[src/rtl/ascon_decrypt_core.sv]
// Ascon decryption core: 320-bit state, one permutation round per cycle.
// Define ASCON_DEC_TAG_OUT_EN to expose the computed tag on tag_o.

package ascon_pack;
    typedef logic [4:0][63:0] type_state;
endpackage

module constant_addition
    import ascon_pack::*;
(
    input  logic [3:0] round_i,
    input  type_state  state_i,
    output type_state  state_o
);
    logic [3:0] hi;
    assign hi = 4'hf - round_i;

    // round constant only touches word 2
    always_comb begin
        state_o    = state_i;
        state_o[2] = state_i[2] ^ {56'h0, hi, round_i};
    end
endmodule

module substitution_layer
    import ascon_pack::*;
(
    input  type_state state_i,
    output type_state state_o
);
    type_state a, t, b;

    // bit-sliced 5-bit S-box across all 64 columns
    always_comb begin
        a    = state_i;
        a[0] = state_i[0] ^ state_i[4];
        a[4] = state_i[4] ^ state_i[3];
        a[2] = state_i[2] ^ state_i[1];
        t[0] = ~a[0] & a[1];
        t[1] = ~a[1] & a[2];
        t[2] = ~a[2] & a[3];
        t[3] = ~a[3] & a[4];
        t[4] = ~a[4] & a[0];
        b[0] = a[0] ^ t[1];
        b[1] = a[1] ^ t[2];
        b[2] = a[2] ^ t[3];
        b[3] = a[3] ^ t[4];
        b[4] = a[4] ^ t[0];
        state_o[0] = b[0] ^ b[4];
        state_o[1] = b[1] ^ b[0];
        state_o[2] = ~b[2];
        state_o[3] = b[3] ^ b[2];
        state_o[4] = b[4];
    end
endmodule

module diffusion
    import ascon_pack::*;
(
    input  type_state state_i,
    output type_state state_o
);
    function automatic logic [63:0] ror(input logic [63:0] x,
                                        input int unsigned n);
        return (x >> n) | (x << (64 - n));
    endfunction

    assign state_o[0] = state_i[0] ^ ror(state_i[0], 19) ^ ror(state_i[0], 28);
    assign state_o[1] = state_i[1] ^ ror(state_i[1], 61) ^ ror(state_i[1], 39);
    assign state_o[2] = state_i[2] ^ ror(state_i[2], 1)  ^ ror(state_i[2], 6);
    assign state_o[3] = state_i[3] ^ ror(state_i[3], 10) ^ ror(state_i[3], 17);
    assign state_o[4] = state_i[4] ^ ror(state_i[4], 7)  ^ ror(state_i[4], 41);
endmodule

module ascon_decrypt_core
    import ascon_pack::*;
(
    input  logic         clock_i,
    input  logic         reset_i,
    input  logic         start_i,
    input  logic [127:0] key_i,
    input  logic [127:0] nonce_i,
    input  logic [63:0]  data_i,
    input  logic         data_valid_i,
    input  logic         data_last_i,
    output logic         data_ready_o,
    input  logic [127:0] tag_i,
    output logic [63:0]  plain_o,
    output logic         plain_valid_o,
    output logic         busy_o,
    output logic         done_o,
    output logic         tag_ok_o
`ifdef ASCON_DEC_TAG_OUT_EN
    ,
    output logic [127:0] tag_o
`endif
);
    localparam logic [63:0] IV  = 64'h80400c0600000000;
    localparam logic [63:0] PAD = 64'h8000000000000000;

    typedef enum logic [2:0] {
        IDLE, INIT, AD_WAIT, AD_PERM, CT_WAIT, CT_PERM, FINAL, DONE
    } state_t;

    state_t      state_q, state_d;
    type_state   s_q, s_d, pre, s_ca, s_sl, post;
    logic [3:0]  cnt_q, cnt_d, rnd;
    logic        last_q, last_d;
    logic [63:0] plain_q, plain_d;
    logic        pv_q, pv_d;
    logic        ok_q, ok_d;
    logic        rnd_end;

    assign rnd_end       = (cnt_q == 4'd11);
    assign data_ready_o  = (state_q == AD_WAIT) || (state_q == CT_WAIT);
    assign busy_o        = (state_q != IDLE);
    assign done_o        = (state_q == DONE);
    assign plain_o       = plain_q;
    assign plain_valid_o = pv_q;
    assign tag_ok_o      = ok_q;

    // round input: absorb data / key into the state ahead of the round
    always_comb begin
        pre = s_q;
        rnd = cnt_q;
        unique case (state_q)
            AD_WAIT: begin
                pre[0] = s_q[0] ^ data_i;
                rnd    = 4'd6;
            end
            CT_WAIT: begin
                if (data_last_i) begin
                    pre[0] = data_i ^ PAD;
                    pre[1] = s_q[1] ^ key_i[127:64];
                    pre[2] = s_q[2] ^ key_i[63:0];
                    rnd    = 4'd0;
                end else begin
                    pre[0] = data_i;
                    rnd    = 4'd6;
                end
            end
            default: ;
        endcase
    end

    constant_addition  u_ca (.round_i(rnd), .state_i(pre),  .state_o(s_ca));
    substitution_layer u_sl (.state_i(s_ca), .state_o(s_sl));
    diffusion          u_df (.state_i(s_sl), .state_o(post));

    // next-state and datapath update
    always_comb begin
        state_d = state_q;
        s_d     = s_q;
        cnt_d   = cnt_q;
        last_d  = last_q;
        plain_d = plain_q;
        pv_d    = 1'b0;
        ok_d    = ok_q;
        unique case (state_q)
            IDLE: begin
                if (start_i) begin
                    s_d[0]  = IV;
                    s_d[1]  = key_i[127:64];
                    s_d[2]  = key_i[63:0];
                    s_d[3]  = nonce_i[127:64];
                    s_d[4]  = nonce_i[63:0];
                    cnt_d   = 4'd0;
                    ok_d    = 1'b0;
                    state_d = INIT;
                end
            end
            INIT: begin
                s_d   = post;
                cnt_d = cnt_q + 4'd1;
                if (rnd_end) begin
                    s_d[3]  = post[3] ^ key_i[127:64];
                    s_d[4]  = post[4] ^ key_i[63:0];
                    cnt_d   = 4'd0;
                    state_d = AD_WAIT;
                end
            end
            AD_WAIT: begin
                if (data_valid_i) begin
                    s_d     = post;
                    cnt_d   = 4'd7;
                    last_d  = data_last_i;
                    state_d = AD_PERM;
                end
            end
            AD_PERM: begin
                s_d   = post;
                cnt_d = cnt_q + 4'd1;
                if (rnd_end) begin
                    cnt_d = 4'd0;
                    if (last_q) begin
                        s_d[4]  = post[4] ^ 64'h1;
                        state_d = CT_WAIT;
                    end else begin
                        state_d = AD_WAIT;
                    end
                end
            end
            CT_WAIT: begin
                if (data_valid_i) begin
                    plain_d = s_q[0] ^ data_i;
                    pv_d    = 1'b1;
                    s_d     = post;
                    if (data_last_i) begin
                        cnt_d   = 4'd1;
                        state_d = FINAL;
                    end else begin
                        cnt_d   = 4'd7;
                        state_d = CT_PERM;
                    end
                end
            end
            CT_PERM, FINAL: begin
                s_d   = post;
                cnt_d = cnt_q + 4'd1;
                if (rnd_end) begin
                    cnt_d   = 4'd0;
                    state_d = (state_q == FINAL) ? DONE : CT_WAIT;
                end
            end
            DONE: begin
                ok_d    = (({s_q[3], s_q[4]} ^ key_i) == tag_i);
                state_d = IDLE;
            end
            default: state_d = IDLE;
        endcase
    end

    // state register with synchronous reset
    always_ff @(posedge clock_i) begin
        if (reset_i) begin
            state_q <= IDLE;
            s_q     <= '0;
            cnt_q   <= '0;
            last_q  <= 1'b0;
            plain_q <= '0;
            pv_q    <= 1'b0;
            ok_q    <= 1'b0;
        end else begin
            state_q <= state_d;
            s_q     <= s_d;
            cnt_q   <= cnt_d;
            last_q  <= last_d;
            plain_q <= plain_d;
            pv_q    <= pv_d;
            ok_q    <= ok_d;
        end
    end

`ifdef ASCON_DEC_TAG_OUT_EN
    logic [127:0] tag_q;

    // computed tag captured on entry to DONE, held until next start
    always_ff @(posedge clock_i) begin
        if (reset_i) begin
            tag_q <= '0;
        end else if (state_q == IDLE && start_i) begin
            tag_q <= '0;
        end else if (state_q == FINAL && rnd_end) begin
            tag_q <= {post[3], post[4]} ^ key_i;
        end
    end

    assign tag_o = tag_q;
`endif
endmodule

[config.mk]
export PLATFORM = sky130hd
export DESIGN_NAME = ascon_decrypt_core
export DESIGN_NICKNAME = d
export VERILOG_FILES = /design/src/rtl/ascon_decrypt_core.sv
export SDC_FILE = /design/constraint.sdc
export NUM_CORES = 2
export LEC_CHECK = 0
export BUFFER_PORTS_ARGS = -buffer_cell sky130_fd_sc_hd__buf_2
export CORE_ASPECT_RATIO = 2
export CORE_MARGIN = 1
export CORE_UTILIZATION = 30
export DETAILED_ROUTE_END_ITERATION = 6
export PLACE_DENSITY = 0.48
export SLEW_MARGIN = 30
export SYNTH_ARGS = -nofsm -noshare
export SYNTH_HDL_FRONTEND = slang
export SYNTH_HIERARCHICAL = 1
export SYNTH_SLANG_ARGS = --single-unit
[constraint.sdc]
create_clock -name clock_i -period 9.9 [get_ports clock_i]
set_clock_uncertainty 0.2 [all_clocks]
set_input_delay 1.98 -clock clock_i [delete_from_list [all_inputs] [get_ports clock_i]]
set_output_delay 1.98 -clock clock_i [all_outputs]
set_load 0.05 [all_outputs]
==> summary.md <==
The tools report the via count of the first global-routing pass as 38949. TritonCTS created 48 clock buffers. CTS built an H-tree with a depth of 2. Input and output buffers added on the ports amount to 521. Entering global routing, the biggest net connects 171 pins. The tools report the number of cell rows as 197. In this run the most critical hold path is launched from plain_o[31]$_SDFFE_PP0P_. The number of setup buffers added after CTS was 0. Of all flip-flops after synthesis, the portion carrying an async set or reset was 0%. The highest net fanout along the worst path was 49. The worst register-to-register path ends at pre[300]$_SDFFE_PP0P_. For this block, the initial DRC count from the detailed router was 4135.

The remaining antenna violation count after routing is 0, and the critical path's largest stage delay is 780 ps. After Yosys synthesis, full adders, half adders and majority gates account for 5.16% of the synthesized area. Before CTS, the worst setup slack after placement is 3220 ps. The average routed wire per standard cell was 36.3 um; the DRC violations left was 0. The number of sinks on the clock net was 394. Max capacitance violation total: 0.

The signal on the critical path passes through buf_4, inv_2, nand2_4, nor2_1, inv_4, buf_2. Yosys attributes the largest share of cell area to sky130_fd_sc_hd__dfxtp_1 18%, sky130_fd_sc_hd__xor3_1 16%, sky130_fd_sc_hd__xnor2_1 14%. The slowest stage of the critical path belongs to the cell sky130_fd_sc_hd__dfxtp_2.

The worst setup path is launched from a flop. Multiplexer cells account for 0.160% of the synthesized area. Summing the areas of all and, or, nand and nor instances in the mapped netlist gives 13.6% of the synthesized area. The clock root buffer master was sky130_fd_sc_hd__clkbuf_16. The filler cells instantiated in the layout total 15174. The portion of the clock cycle consumed by the worst path in the final layout was 65.1%. The final period demand of the worst path is 6440 ps, and the total of warnings raised by yosys is 6.

The net count after synthesis was 5861. In this run the critical register-to-register path is launched from state_q[0]$_SDFFE_PP0P_. The post-route netlist has 16.1% of its cells at a drive strength greater than 1. For the initial antenna violation count, the log shows 35. The final-report hold violation count was 0.

The end point of the worst hold path is plain_o[31]$_SDFFE_PP0P_. In this run the deepest clock path goes through 3 buffers. For the pin with the worst max-slew slack, the measured transition is 1170 ps. The run finished with clean final reports. The most common cell after layout, fill and taps aside is sky130_fd_sc_hd__nand2_1. After synthesis, flip-flops and latches occupy 18.1% of the total area. The total negative slack for setup checks is 0 ps, and the number of hold-repair buffers added at the cts stage is 0. The global-route usage over all layers is 35.1%, and the xor/xnor cell area share of the yosys netlist is 35.8%. Once the floorplan was initialized, standard cells occupied 30.3% of the core.

The mean cell area of the mapped netlist was 8.27 um^2. The depth of the worst register-to-register path came out at 13. The die height was 542 um; the compound-cell area share of the yosys netlist was 17.4%. The count of cells in the finished layout, fillers not included, comes to 7275. The netlist area before placement was 43700 um^2; the global-route wire length before repair was 349000 um. The tools report the max-slew violation count as 0. Yosys mapped the design onto 52 distinct sky130hd cell types.

For this run, the detailed router's first-pass iteration total came to 6. The tightest min-delay check is of the flop to flop type. Compared with the post-synthesis result, the final layout area differs by 11.6%. Clock latency on the worst-skew pair, taken at its later pin, is 690 ps. Once placement completed, the tool counted placed cells totaling 7180. Data on the critical path is required at its endpoint by 7720 ps. Dividing the detail-routed via count by the number of cells gives 5.68. Headroom to the max-slew limit came out at 21.8%. The worst hold path was traced through 2 stages. Clock input transition at the sequential cells of the worst setup and hold paths: 70 ps.

The critical path class was flop to primary output. Setup repair after global routing left no endpoint under its margin. The share of synthesized area in the top cell type comes to 18.1%.

The weighted congestion at the end of routability-driven global placement came out at 1.09. The logs give 144000 um^2 for the area inside the core boundary and 3460 ps for the smallest setup slack after layout. The fmax was 155 MHz; the layout net count was 5924.

The dominant cell type by area after synthesis is sky130_fd_sc_hd__dfxtp_1. Detailed placement finished with a half-perimeter wire length of 207000 um. The logs give 0 for the count of cells resized by post-cts repair and 147000 um^2 for the die area. Number of synthesized flops with an enable pin: 0. Endpoint class of the critical path: a primary output. Setup violations remaining at the end of the flow were counted as 0. By area, the combinational part of the netlist is dominated by XOR/XNOR gates.

Boundary pin count: 522. The synthesized design contains 394 register bits. The routed design has 264000 um of wire.

Data arrives at the worst endpoint at 4260 ps. Detailed routing inserted a total of 41352 vias. In the layout the commonest cells are 820 x sky130_fd_sc_hd__nand2_1, 605 x sky130_fd_sc_hd__xnor2_1, 520 x sky130_fd_sc_hd__buf_2.

TritonCTS built the clock tree. The most used flip-flop cell after synthesis is sky130_fd_sc_hd__dfxtp_1. Synthesis produced a netlist whose cell count is 5279. The die width was 272 um; the global route total overflow was 0. For flop-to-flop paths, the worst setup slack is 3480 ps.
==> layout make-up <==
cell class	instances	area (um^2)	area share, %
clock inverters	12	191	0.393
inverters	200	756	1.55
flip-flops and latches	394	7900	16.2
diodes	6	15.0	0.0308
repair buffers	638	3630	7.44
clock buffers	75	1500	3.07
multi-input cells	4060	32400	66.5
well taps	1890	2360	4.85
==> flip-flops by register name (all words and copies together), names as in the netlist <==
signal and count:
tag_ok_o 1, s_q 192, state_q 3, pre 128, last_q 1, plain_o 64, cnt_q 4, plain_valid_o 1
==> metrics by stage <==
| stage | hold WS (ps) | util, % | area [um^2] |
|---|---|---|---|
| finish | 296 | 33.8 | 48700 |
| global route | 318 | 33.8 | 48700 |
| CTS | 299 | 33.7 | 48600 |
| detailed placement | 290 | 32.5 | 46900 |
| global placement | 290 | 32.2 | 46400 |
| floorplan | 250 | - | 43700 |
==> metal layers <==
metal / wire, um / global-route usage, % / part of all wire [%] / up-vias
li1: - / - / - / 18137
met1: 91900 / 37.8 / 35 / 20144
met4: 33800 / 36.7 / 13 / 18
met3: 21000 / 7.64 / 8.0 / 681
met5: 120 / 0 / 0.045 / -
met2: 117000 / 55.0 / 44 / 2372
==> worst max path at each step <==
stage	from	to	cells after the start
CTS	state_q[1]$_SDFFE_PP0P_	busy_o	6
global placement	data_last_i	pre[214]$_SDFFE_PP0P_	14
floorplan	data_last_i	pre[246]$_SDFFE_PP0P_	15
global route	state_q[0]$_SDFFE_PP0P_	pre[300]$_SDFFE_PP0P_	13
finish	state_q[1]$_SDFFE_PP0P_	busy_o	6
detailed placement	data_last_i	pre[205]$_SDFFE_PP0P_	14
==> synthesized netlist by cell type (132+ instances only) <==
| library cell | number |
|---|---|
| sky130_fd_sc_hd__nand2_1 | 822 |
| sky130_fd_sc_hd__xnor2_1 | 685 |
| sky130_fd_sc_hd__dfxtp_1 | 394 |
| sky130_fd_sc_hd__nor2_1 | 385 |
| sky130_fd_sc_hd__a21oi_1 | 336 |
| sky130_fd_sc_hd__buf_4 | 312 |
| sky130_fd_sc_hd__xor3_1 | 286 |
| sky130_fd_sc_hd__clkbuf_1 | 281 |
| sky130_fd_sc_hd__xor2_1 | 218 |
| sky130_fd_sc_hd__inv_1 | 199 |
| sky130_fd_sc_hd__a31oi_1 | 190 |
| sky130_fd_sc_hd__o22ai_1 | 151 |
| sky130_fd_sc_hd__nor3_1 | 132 |
==> worst max-delay path: cells and delay by family, from the launching register on <==
kind / cells / cell delay (ps)
simple gates: 2 / 800
buf+inv: 4 / 1930
flops: 1 / 780
==> cells by family after synthesis <==
family,after synthesis
AND/OR/NAND/NOR,1458
XOR/XNOR,1223
AO/OA/AOI/OAI,1179
buffers and inverters,825
flip-flops,394
adder cells (fa/ha/maj),193
multiplexers,7
Power is not shown: default switching activity piles up to over one toggle a cycle in this logic, so the estimate is an artifact.
